File: config.mk
export PLATFORM = sky130hd
export DESIGN_NAME = bus_uart_tx
export DESIGN_NICKNAME = d
export VERILOG_FILES = /design/src/rtl/bus_uart_tx.sv
export SDC_FILE = /design/constraint.sdc
export NUM_CORES = 1
export LEC_CHECK = 0
export CORE_MARGIN = 8
export CORE_UTILIZATION = 40
export DETAILED_ROUTE_END_ITERATION = 10
export GPL_TIMING_DRIVEN = 0
export SLEW_MARGIN = 20
export SYNTH_ARGS = -nofsm -noshare
export SYNTH_HDL_FRONTEND = slang
export SYNTH_SLANG_ARGS = --single-unit
File: constraint.sdc
create_clock -name clk -period 4 [get_ports clk]
set_input_delay 0.4 -clock clk [delete_from_list [all_inputs] [get_ports clk]]
set_output_delay 0.4 -clock clk [all_outputs]
set_load 0.05 [all_outputs]
File: src/rtl/bus_uart_tx.sv
// bus_uart_tx: memory-mapped UART transmitter on the core data bus.
// Bytes written to TXDATA queue in a TX FIFO and go out on txd, LSB first.
// Default build sends 8N1 frames.
// Define UART_TX_PARITY_EN to insert an even-parity bit between the data bits and the stop bit.
//
// state    | meaning
// ---------+-------------------------------------------
// S_IDLE   | line high, waiting for a byte and tx_enable
// S_START  | start bit (txd low)
// S_DATA   | 8 data bits, LSB first
// S_PARITY | even parity bit (UART_TX_PARITY_EN only)
// S_STOP   | stop bit (txd high)
module bus_uart_tx #(
    parameter logic [7:0]  BASE_ADDR   = 8'hF0,
    parameter int          FIFO_DEPTH  = 8,
    parameter logic [15:0] DEFAULT_DIV = 16'd234
) (
    input  logic        clk,
    input  logic        rst,
    input  logic        ce,
    input  logic        wre,
    input  logic [7:0]  ad,
    input  logic [31:0] din,
    output logic [31:0] dout,
    output logic        txd
);

    localparam int PW = $clog2(FIFO_DEPTH);
    localparam int CW = PW + 1;

`ifdef UART_TX_PARITY_EN
    typedef enum logic [2:0] {S_IDLE, S_START, S_DATA, S_PARITY, S_STOP} state_t;
`else
    typedef enum logic [2:0] {S_IDLE, S_START, S_DATA, S_STOP} state_t;
`endif

    state_t          state;
    logic [7:0]      fifo_mem [FIFO_DEPTH];
    logic [PW-1:0]   wr_ptr;
    logic [PW-1:0]   rd_ptr;
    logic [CW-1:0]   count;
    logic            overflow;
    logic [15:0]     baud_div;
    logic            tx_enable;
    logic [15:0]     bit_cnt;
    logic [2:0]      bit_idx;
    logic [7:0]      shift_reg;
    logic            parity_bit;

    logic            hit;
    logic            wr_en;
    logic            rd_en;
    logic            push_req;
    logic            push_ok;
    logic            pop;
    logic            fifo_empty;
    logic            fifo_full;
    logic            busy;
    logic            bit_end;
    logic [15:0]     div_load;
    logic [31:0]     rd_data;

    // Bus decode, FIFO status and bit-timing helpers
    always_comb begin
        hit        = (ad[7:2] == BASE_ADDR[7:2]);
        wr_en      = ce & wre & hit;
        rd_en      = ce & ~wre & hit;
        fifo_empty = (count == '0);
        fifo_full  = (count == CW'(FIFO_DEPTH));
        push_req   = wr_en & (ad[1:0] == 2'd0);
        // fullness is judged before this edge's pop, so a push while full is always dropped
        push_ok    = push_req & ~fifo_full;
        busy       = (state != S_IDLE);
        bit_end    = (bit_cnt == 16'd0);
        // bit period of 0 behaves as 1; the counter runs period-1 down to 0
        div_load   = (baud_div == 16'd0) ? 16'd0 : baud_div - 16'd1;
        pop        = tx_enable & ~fifo_empty &
                     ((state == S_IDLE) | ((state == S_STOP) & bit_end));
    end

    // Read mux, reflecting state before the current edge
    always_comb begin
        rd_data = 32'h0;
        case (ad[1:0])
            2'd1: begin
                rd_data[15:8] = 8'(count);
                rd_data[3]    = overflow;
                rd_data[2]    = fifo_full;
                rd_data[1]    = fifo_empty;
                rd_data[0]    = busy;
            end
            2'd2:    rd_data[15:0] = baud_div;
            2'd3:    rd_data[0]    = tx_enable;
            default: rd_data = 32'h0;
        endcase
    end

    // FIFO storage; contents are don't-care until written
    always_ff @(posedge clk) begin
        if (push_ok) begin
            fifo_mem[wr_ptr] <= din[7:0];
        end
    end

    // Registers, FIFO pointers/count and registered read data
    always_ff @(posedge clk or posedge rst) begin
        if (rst) begin
            dout      <= 32'h0;
            wr_ptr    <= '0;
            rd_ptr    <= '0;
            count     <= '0;
            overflow  <= 1'b0;
            baud_div  <= DEFAULT_DIV;
            tx_enable <= 1'b1;
        end else begin
            dout <= rd_en ? rd_data : 32'h0;

            if (push_ok) begin
                wr_ptr <= wr_ptr + PW'(1);
            end
            if (pop) begin
                rd_ptr <= rd_ptr + PW'(1);
            end
            case ({push_ok, pop})
                2'b10:   count <= count + CW'(1);
                2'b01:   count <= count - CW'(1);
                default: count <= count;
            endcase

            if (push_req & fifo_full) begin
                overflow <= 1'b1;
            end else if (wr_en & (ad[1:0] == 2'd1) & din[3]) begin
                overflow <= 1'b0;
            end

            if (wr_en & (ad[1:0] == 2'd2)) begin
                baud_div <= din[15:0];
            end
            if (wr_en & (ad[1:0] == 2'd3)) begin
                tx_enable <= din[0];
            end
        end
    end

    // TX frame sequencer; each bit lasts div_load+1 cycles, reloaded at every bit boundary
    always_ff @(posedge clk or posedge rst) begin
        if (rst) begin
            state      <= S_IDLE;
            txd        <= 1'b1;
            bit_cnt    <= 16'd0;
            bit_idx    <= 3'd0;
            shift_reg  <= 8'h0;
            parity_bit <= 1'b0;
        end else begin
            case (state)
                S_IDLE: begin
                    txd <= 1'b1;
                    if (pop) begin
                        shift_reg  <= fifo_mem[rd_ptr];
                        parity_bit <= ^fifo_mem[rd_ptr];
                        bit_cnt    <= div_load;
                        txd        <= 1'b0;
                        state      <= S_START;
                    end
                end
                S_START: begin
                    if (bit_end) begin
                        bit_cnt <= div_load;
                        bit_idx <= 3'd0;
                        txd     <= shift_reg[0];
                        state   <= S_DATA;
                    end else begin
                        bit_cnt <= bit_cnt - 16'd1;
                    end
                end
                S_DATA: begin
                    if (bit_end) begin
                        bit_cnt <= div_load;
                        if (bit_idx == 3'd7) begin
`ifdef UART_TX_PARITY_EN
                            txd   <= parity_bit;
                            state <= S_PARITY;
`else
                            txd   <= 1'b1;
                            state <= S_STOP;
`endif
                        end else begin
                            bit_idx   <= bit_idx + 3'd1;
                            txd       <= shift_reg[1];
                            shift_reg <= {1'b0, shift_reg[7:1]};
                        end
                    end else begin
                        bit_cnt <= bit_cnt - 16'd1;
                    end
                end
`ifdef UART_TX_PARITY_EN
                S_PARITY: begin
                    if (bit_end) begin
                        bit_cnt <= div_load;
                        txd     <= 1'b1;
                        state   <= S_STOP;
                    end else begin
                        bit_cnt <= bit_cnt - 16'd1;
                    end
                end
`endif
                S_STOP: begin
                    if (bit_end) begin
                        bit_cnt <= div_load;
                        // chain straight into the next frame when a byte is waiting
                        if (pop) begin
                            shift_reg  <= fifo_mem[rd_ptr];
                            parity_bit <= ^fifo_mem[rd_ptr];
                            txd        <= 1'b0;
                            state      <= S_START;
                        end else begin
                            txd   <= 1'b1;
                            state <= S_IDLE;
                        end
                    end else begin
                        bit_cnt <= bit_cnt - 16'd1;
                    end
                end
                default: begin
                    txd   <= 1'b1;
                    state <= S_IDLE;
                end
            endcase
        end
    end

endmodule

; Word-level counts from Yosys, hierarchy flattened
; Memory sizes are Yosys's and may differ from the RTL's.
; Cells that the tools add are included.
[totals]
input_bits = 44
ramBits = 64
n_memories = 1
output_inout_bits = 33
register_bits = 75
word_cells = 108
[memory_table]
columns = memory, words, word_bits, read_ports, rd_ports_with_merged_regs, write_ports, line_no
row1 = fifo_mem, 8, 8, 1, 0, 1, 38  ; logic [7:0] fifo_mem [FIFO_DEPTH];
[op_classes]
muxes = 36
eq_ne = 17
bitwise_logic = 18
n_reduce_logical = 17
addsub = 7
[ops]
columns = operator, count
row1 = $mux 16, 4
row2 = $logic_not 16->1, 2
row3 = $mux 8, 4
row4 = $pmux 16 s2, 1
row5 = $sub 16x1->16 const B, 2
row6 = $mux 3, 8
row7 = $pmux 8 s3, 1
row8 = $pmux 8 s2, 1
row9 = $and 1x1->1, 14
row10 = $ne 2x2->1 const B, 6
row11 = $pmux 3 s2, 2
row12 = $pmux 3 s4, 1
row13 = $mux 1, 10
row14 = $add 3x1->3 const B, 3
row15 = $pmux 4 s2, 1
row16 = $reduce_and 4->1, 2
row17 = $reduce_bool 2->1, 4
row18 = $eq 2x2->1 const B, 3
row19 = $eq 3x2->1 const B, 2
row20 = $eq 6x6->1 const B, 1
row21 = $reduce_bool 3->1, 2
row22 = $reduce_and 5->1, 1
row23 = $add 4x1->4 const B, 1
row24 = $eq 2x1->1 const B, 2
row25 = 15 further kinds, 17

; Logic depth before layout (Yosys ltp)
[depth]
ltp_word = 7
ltp_mapped = 12
ltp_nobuf = 12

; Least setup slack after synthesis
; No wires, ideal clock.
[synth_path]
path_type = in2reg
startpoint = input ad[6]
endpoint = memory fifo_mem[4][0], enable pin
arrival_time_ns = 2.393
setup_slack_ns = 1.209
stages = 5
setup_time_ns = 0.398
t_required_ns = 3.602
path_buffers = 0
path_cell_list = nand4_1 > nor4b_2 > and3_1 > clkinv_1 > nor4b_1
[synth_between]
elab_chain_cells = 6
[synth_rtl]
columns = element, line_no
row1 = "start, declared", 22  ; input logic [7:0] ad,
row2 = $eq 6x6->1, 65  ; hit = (ad[7:2] == BASE_ADDR[7:2]);
row3 = $and 1x1->1, 66  ; wr_en = ce & wre & hit;
row4 = $and 1x1->1, 70  ; push_req = wr_en & (ad[1:0] == 2'd0);
row5 = $and 1x1->1, 72  ; push_ok = push_req & ~fifo_full;
row6 = $mux 1, 100  ; if (push_ok) begin
row7 = $mux 1 (not written as such), 101  ; fifo_mem[wr_ptr] <= din[7:0];
row8 = "end, declared", 38
; Every way passes these cells.

; Worst setup path in the final report
[layout_path]
startpoint = register bit_cnt[6]
endpoint = register count[2]
[layout_between]
elab_chain_cells = 6
elab_cells_between_ends = 8
cone_classes = eq/ne: 2 / mux: 1 / bitwise: 3 / reduce/logical: 2
[layout_rtl]
columns = element, line_no
row1 = "start, declared", 45  ; logic [15:0] bit_cnt;
row2 = "start signal, assigned", 161  ; bit_cnt <= div_load;
row3 = "start signal, assigned", 168  ; bit_cnt <= div_load;
row4 = "start signal, assigned", 173  ; bit_cnt <= bit_cnt - 16'd1;
row5 = $logic_not 16->1 (*), 74  ; bit_end = (bit_cnt == 16'd0);
row6 = $and 1x1->1 (*), 78  ; ((state == S_IDLE) | ((state == S_STOP) & bit_end));
row7 = $or 1x1->1 (*), 78
row8 = $and 1x1->1 (*), 77  ; pop = tx_enable & ~fifo_empty &
row9 = net pop, 55  ; logic pop;
row10 = $eq 2x1->1 / $eq 2x2->1 (equally long branches), 124  ; case ({push_ok, pop})
row11 = $pmux 4 s2 / $reduce_bool 2->1 (equally long branches), n/a
row12 = "end signal, assigned", 125  ; 2'b10: count <= count + CW'(1);
row13 = "end signal, assigned", 126  ; 2'b01: count <= count - CW'(1);
row14 = "end signal, assigned", 127  ; default: count <= count;
row15 = "end, declared", 41  ; logic [CW-1:0] count;
; Mark *: on every way through the listed nets, which the timed path passes. The rest lies on a longest branch.
; A chain may end at the register's enable or synchronous reset.

==> run_results.csv <==
group,metric,value,unit
outcome,status,"finished clean",
clock_network,cts_buffer_depth,2,
sta,clock.fmax,294,MHz
sta,final-setup-viol-count,0,
worst_hold_path,hp-class,"in2async",
synthesis,ys_ff_latch,138,
routing,post_drt_wl_per_cell,17.9,um
setup_path,arrival,3.69,ns
global_route,grt_pass1_vias,4579,
synthesis,ys_seq_area_share,56.1,%
routing,drt_first_pass_iters,7,
finish,utilization,49.5,%
clock_network,cts_tree,"done",
placed_design,gp_congestion,0.853,
floorplanning,die_h,146,um
setup_path,cp-end-kind,"flop",
synthesis,synth_warnings,0,
synthesis,synth_area_leaders,"edfxtp_1 28%, dfrtp_1 25%, mux4_2 5.3%",
finish,top_register,"fifo_mem",
clock_network,cts.sink_count,138,
clock_network,clk_pin_slew,0.06,ns
clock_network,ctsHoldBuffers,0,
clock_network,clock_latency,0.41,ns
finish,nets,667,
synthesis,syn_area_per_cell,13.0,um2
routing,drt-total-wl,15.0,mm
sta,final.setup.tns,0,ns
synthesis,synth_edf_count,64,
power_and_ir_drop,ir_drop,0.320,mV
power_and_ir_drop,p_per_area,561,nW/um2
flow_run,max_cap_viol_count,0,
global_route,grt_pass1_wl,24.7,mm
sta,fin_crit,3.40,ns
synthesis,yosys_most_used_dff,"dfrtp_1",
floorplanning,coreArea,16500,um2
clock_network,cts_buffers,17,
sta,final_hold_viol_count,0,
routing,drc_errors,0,
global_route,grt_use_total,14.5,%
synthesis,syn_inst,519,
synthesis,synth_area,6750,um2
setup_path,worstPathRequired,4.29,ns
setup_path,critPathLaunchType,"flop",
setup_path,r2r_slack,0.60,ns
floorplanning,start_util,40.8,%
synthesis,ys_types,69,
clock_network,cts-resized-gates,0,
sta,rsz0062_at_grt,"false",
synthesis,synth_top_area_share,28.5,%
finish,largest_register_ffs,64,
sta,timing.final.crit_share,85.0,%
finish,syn_to_final_growth,21.2,%
clock_network,cts_max_level,4,
clock_network,postCtsSetupBuffers,0,
routing,vias,4490,
global_route,grt_antenna_before_repair,1,
floorplanning,pin_count,77,
synthesis,async_flop_share,53.6,%
setup_path,crit_type,"reg2reg",
sta,fin_worst_skew,0.00584,ns
global_route,grt_remaining_overflow,0,
setup_path,crit_path_max_fanout,8,
floorplanning,die-area,21300,um2
finish,final_area,8180,um2
placed_design,numPortBuffers,44,
routing,ant_nets,0,
routing,vias_per_cell,5.38,
finish,drive_above_1_share,20.8,%
sta,slew_viol_final,0,
sta,relSlewSlack,32.1,%
sta,worst_pin_slew,1.01,ns
floorplanning,die_x,146,um
synthesis,yosysTopAreaCell,"edfxtp_1",
power_and_ir_drop,p_total,4.58,mW
placed_design,hpwl,11.0,mm
placed_design,dpl-instance-area,7610,um2
synthesis,synth_most_common_cell,"dfrtp_1",
routing,drt_iter0_markers,289,
power_and_ir_drop,power.leakage,3.30,nW
global_route,grt_max_degree,58,
synthesis,netlist_top_cells_count,"67 x dfrtp_1, 64 x edfxtp_1, 33 x nand2_1",
clock_network,cts_root_buf,"clkbuf_16",
setup_path,worstRegToRegCells,10,
floorplanning,row_count,47,
final timing paths:
kind,startpoint,to
setup reg to reg,bit_cnt[6],count[2]
hold reg to reg,shift_reg[5],shift_reg[5]
min in group clk,shift_reg[5],shift_reg[5]
hold / removal,rst,bit_cnt[5]
max in group asynchronous,rst,baud_div[7]
setup / recovery,bit_cnt[6],count[2]
critical path: stages (launching register included):
cell and delay [ns]:
dfrtp_1 0.45, nor4_2 0.46, nand4_1 0.43, o21ai_1 0.73
ha_1 0.41, xor2_1 0.10, ha_1 0.19, a21oi_1 0.15
xor2_1 0.16, nor2_1 0.06, xor2_1 0.14
per-layer routing:
layer,track usage (%),share of wire [%],vias to the layer above
met4,5.78,1.4,0
met3,3.36,4.1,20
met5,0,0,-
met1,18.4,45,2270
met2,23.5,50,107
li1,-,-,2093
power breakdown:
| part | switching (mW) | internal [mW] |
|---|---|---|
| Clock | 0.587 | 0.908 |
| Sequential | 0.139 | 1.62 |
| Combinational | 0.768 | 0.558 |
cells by family (layout without fill, tap and decap cells):
kind of cell	count (synthesis)	count (layout)	synth area share (%)
DFF	138	138	56.1
and+or+nand+nor	151	151	12.9
muxes	53	53	11.4
xor gates and xnor gates	21	21	2.73
other	1	17	0.0556
buffers and inverters	51	131	3.99
adders and majority gates	22	22	4.08
AOI/OAI and AO/OA	82	82	8.81
cell type report:
class                           count  area, um2
Fill cell                        1426       8350
Buffer                             36        213
Timing Repair Buffer               48        485
Sequential cell                   138       3780
Tap cell                          220        275
Multi-Input combinational cell    345       2800
Antenna cell                        1       2.50
Clock inverter                     14        133
Inverter                           15       58.8
Clock buffer                       18        429
stage by stage:
stage / worst slack [ns] / cells / hold WS (ns)
after floorplan: 1.21 / 534 / 0.449
after global placement: -0.274 / 798 / 0.469
after detailed placement: 0.421 / 802 / 0.480
after CTS: 0.617 / 834 / 0.282
after global routing: 0.344 / 834 / 0.302
final: 0.600 / 835 / 0.286
cells in the final DEF, fill, tap and decap left out, types with 17 or more instances in the layout:
cell             count
buf_4               18
clkbuf_16           17
clkdlybuf4s50_1     44
dfrtp_1             67
edfxtp_1            64
ha_1                22
mux2_2              20
nand2_1             33
nor2_1              26
nor3_1              22
o21ai_0             26
Note: power is estimated with default switching activity, not from simulation.
==> variant (config.mk and constraints unchanged) <==
Compare `count` against `CW'(FIFO_DEPTH)` with >= in place of ==.
--- a/src/rtl/bus_uart_tx.sv
+++ b/src/rtl/bus_uart_tx.sv
@@ -66,7 +66,7 @@
         wr_en      = ce & wre & hit;
         rd_en      = ce & ~wre & hit;
         fifo_empty = (count == '0);
-        fifo_full  = (count == CW'(FIFO_DEPTH));
+        fifo_full  = (count >= CW'(FIFO_DEPTH));
         push_req   = wr_en & (ad[1:0] == 2'd0);
         // fullness is judged before this edge's pop, so a push while full is always dropped
         push_ok    = push_req & ~fifo_full;
Formal check against the unedited RTL: no difference found for any inputs over 4 cycles, from zero or initial values and one cycle with rst high; that may be too few to reach the edited logic, so the function may still have changed.
==> variant against the original RTL <==
Setup slack improved by 2.6 ps; power decreased by 4.9%; sequential cell count unchanged; clock power increased by 4%; critical path depth increased by 2; synthesized area decreased by 1.0%; cell area decreased by 0.90%; wire length increased by 1.6%; critical endpoint unchanged; highest routed layer unchanged.
==> variant: results (changes against the original RTL) <==
Drt
  • Initial DRC count: 394 (+36%)
  • DR vias: 4449 (-0.91%)
  • DR WL/cell: 18.4 um (+2.9%)
  • TritonRoute pass-1 iters: 5 (-2)

Global route
  • Number of global-route vias before repair: 4509 (-1.5%)
  • Largest net degree at the start of global routing: 59 (+1.7%)
  • Total Routing Usage GR: 0.146 (+0.000553)
  • Initial antenna violation count: 0 (-1)
  • First-pass GRT wire length: 24300 um (-1.6%)

Layout
  • Nets: 658 (-1.3%)
  • Share of layout cells above drive strength 1: 0.207 (-0.00186)
  • Largest register FFs: 64 (unchanged)
  • Fillers: 1443 (+1.2%)
  • # diodes: 0 (-1)

Synthesis
  • Distinct cells, synth: 63 (-8.7%)
  • Largest cells by area after synthesis: edfxtp_1 29%, dfrtp_1 25%, mux4_2 5.4%, mux2_2 4.7%, ha_1 4.1%
  • Synth top cells by count: 67 x dfrtp_1, 64 x edfxtp_1, 32 x nand2_1
  • Post-synthesis sequential area ratio: 0.566 (+0.00578)
  • Primary FF master, synth: dfrtp_1

Timing
  • Clock skew: 9.02 ps (+3.18 ps)
  • Slew @ Worst Pin: 987 ps (-24.7 ps)

Placement
  • Placed Area: 7520 um^2 (-1.2%)
  • Pre-CTS WS: 514 ps (+93.7 ps)
  • Gp weighted congestion: 0.842 (-1.3%)

Outcome
  • Status: finished clean

Critical path
  • CP max FO: 6 (-2)
  • Crit-path slowest cell: or4_4
  • CP max stage delay: 570 ps (-160 ps)

Power and ir drop
  • Leakage: 3.22 nW (-2.4%)
  • Maximum vdd drop: 384 uV (+20%)

Clocking
  • CTS Buf Count: 17 (unchanged)
  • H-tree lvl count: 4 (unchanged)

Flow run
  • # Max-Cap Violations: 0 (unchanged)
[variant: area by class of cell]
cell class                      instances  area [um^2]  area share
Clock inverter                         13          143      0.0176
Buffer                                 38          215      0.0266
Timing Repair Buffer                   45          468      0.0578
Multi-Input combinational cell        338         2720       0.336
Sequential cell                       138         3780       0.467
Inverter                               14         55.1     0.00680
Tap cell                              220          275      0.0340
Clock buffer                           19          443      0.0547
[variant: worst paths after layout]
| path | slack [ps] | depth (start not counted) | startpoint | to |
|---|---|---|---|---|
| worst max-delay path | 600 | 12 | bit_cnt[0] | count[2] |
| worst min-delay path | 280 | 2 | rst | bit_idx[1] |
| worst max register to register | 600 | 12 | bit_cnt[0] | count[2] |
| worst min register to register | 500 | 1 | overflow | overflow |
| max in group asynchronous | 3090 | 3 | rst | tx_enable |
| min in group clk | 500 | 1 | overflow | overflow |
[variant: power breakdown]
part	internal, mW	leakage [nW]	switching, mW	total [mW]
combinational	0.424	1.39	0.648	1.07
clock	0.937	0.272	0.608	1.55
sequential	1.62	1.56	0.119	1.74
total	2.98	3.22	1.38	4.36
[variant: metrics by stage]
step	hold WS, ps	cells	util
3_3_place_gp	477	792	0.452
4_1_cts	277	825	0.492
3_5_place_dp	491	793	0.456
6_report	280	825	0.492
2_1_floorplan	467	528	-
5_1_grt	302	825	0.492
[variant: routing by layer]
layer	up-vias	share of wire	wire length, um	GRT usage
li1	2063	-	-	-
met1	2251	0.44	6660	0.183
met2	111	0.50	7670	0.240
met3	24	0.042	645	0.0323
met4	0	0.015	232	0.0599
met5	-	0	0	0
[variant: cell families (layout without fill, tap and decap cells)]
| logic type | count (synthesis) | after routing | share of synthesized area |
|---|---|---|---|
| mux | 55 | 55 | 0.118 |
| other cells | 1 | 16 | 0.000562 |
| xor+xnor | 22 | 22 | 0.0289 |
| compound gates | 74 | 74 | 0.0791 |
| flops | 138 | 138 | 0.566 |
| simple gates | 149 | 149 | 0.126 |
| fa+ha+maj | 22 | 22 | 0.0412 |
| buf+inv | 52 | 129 | 0.0401 |
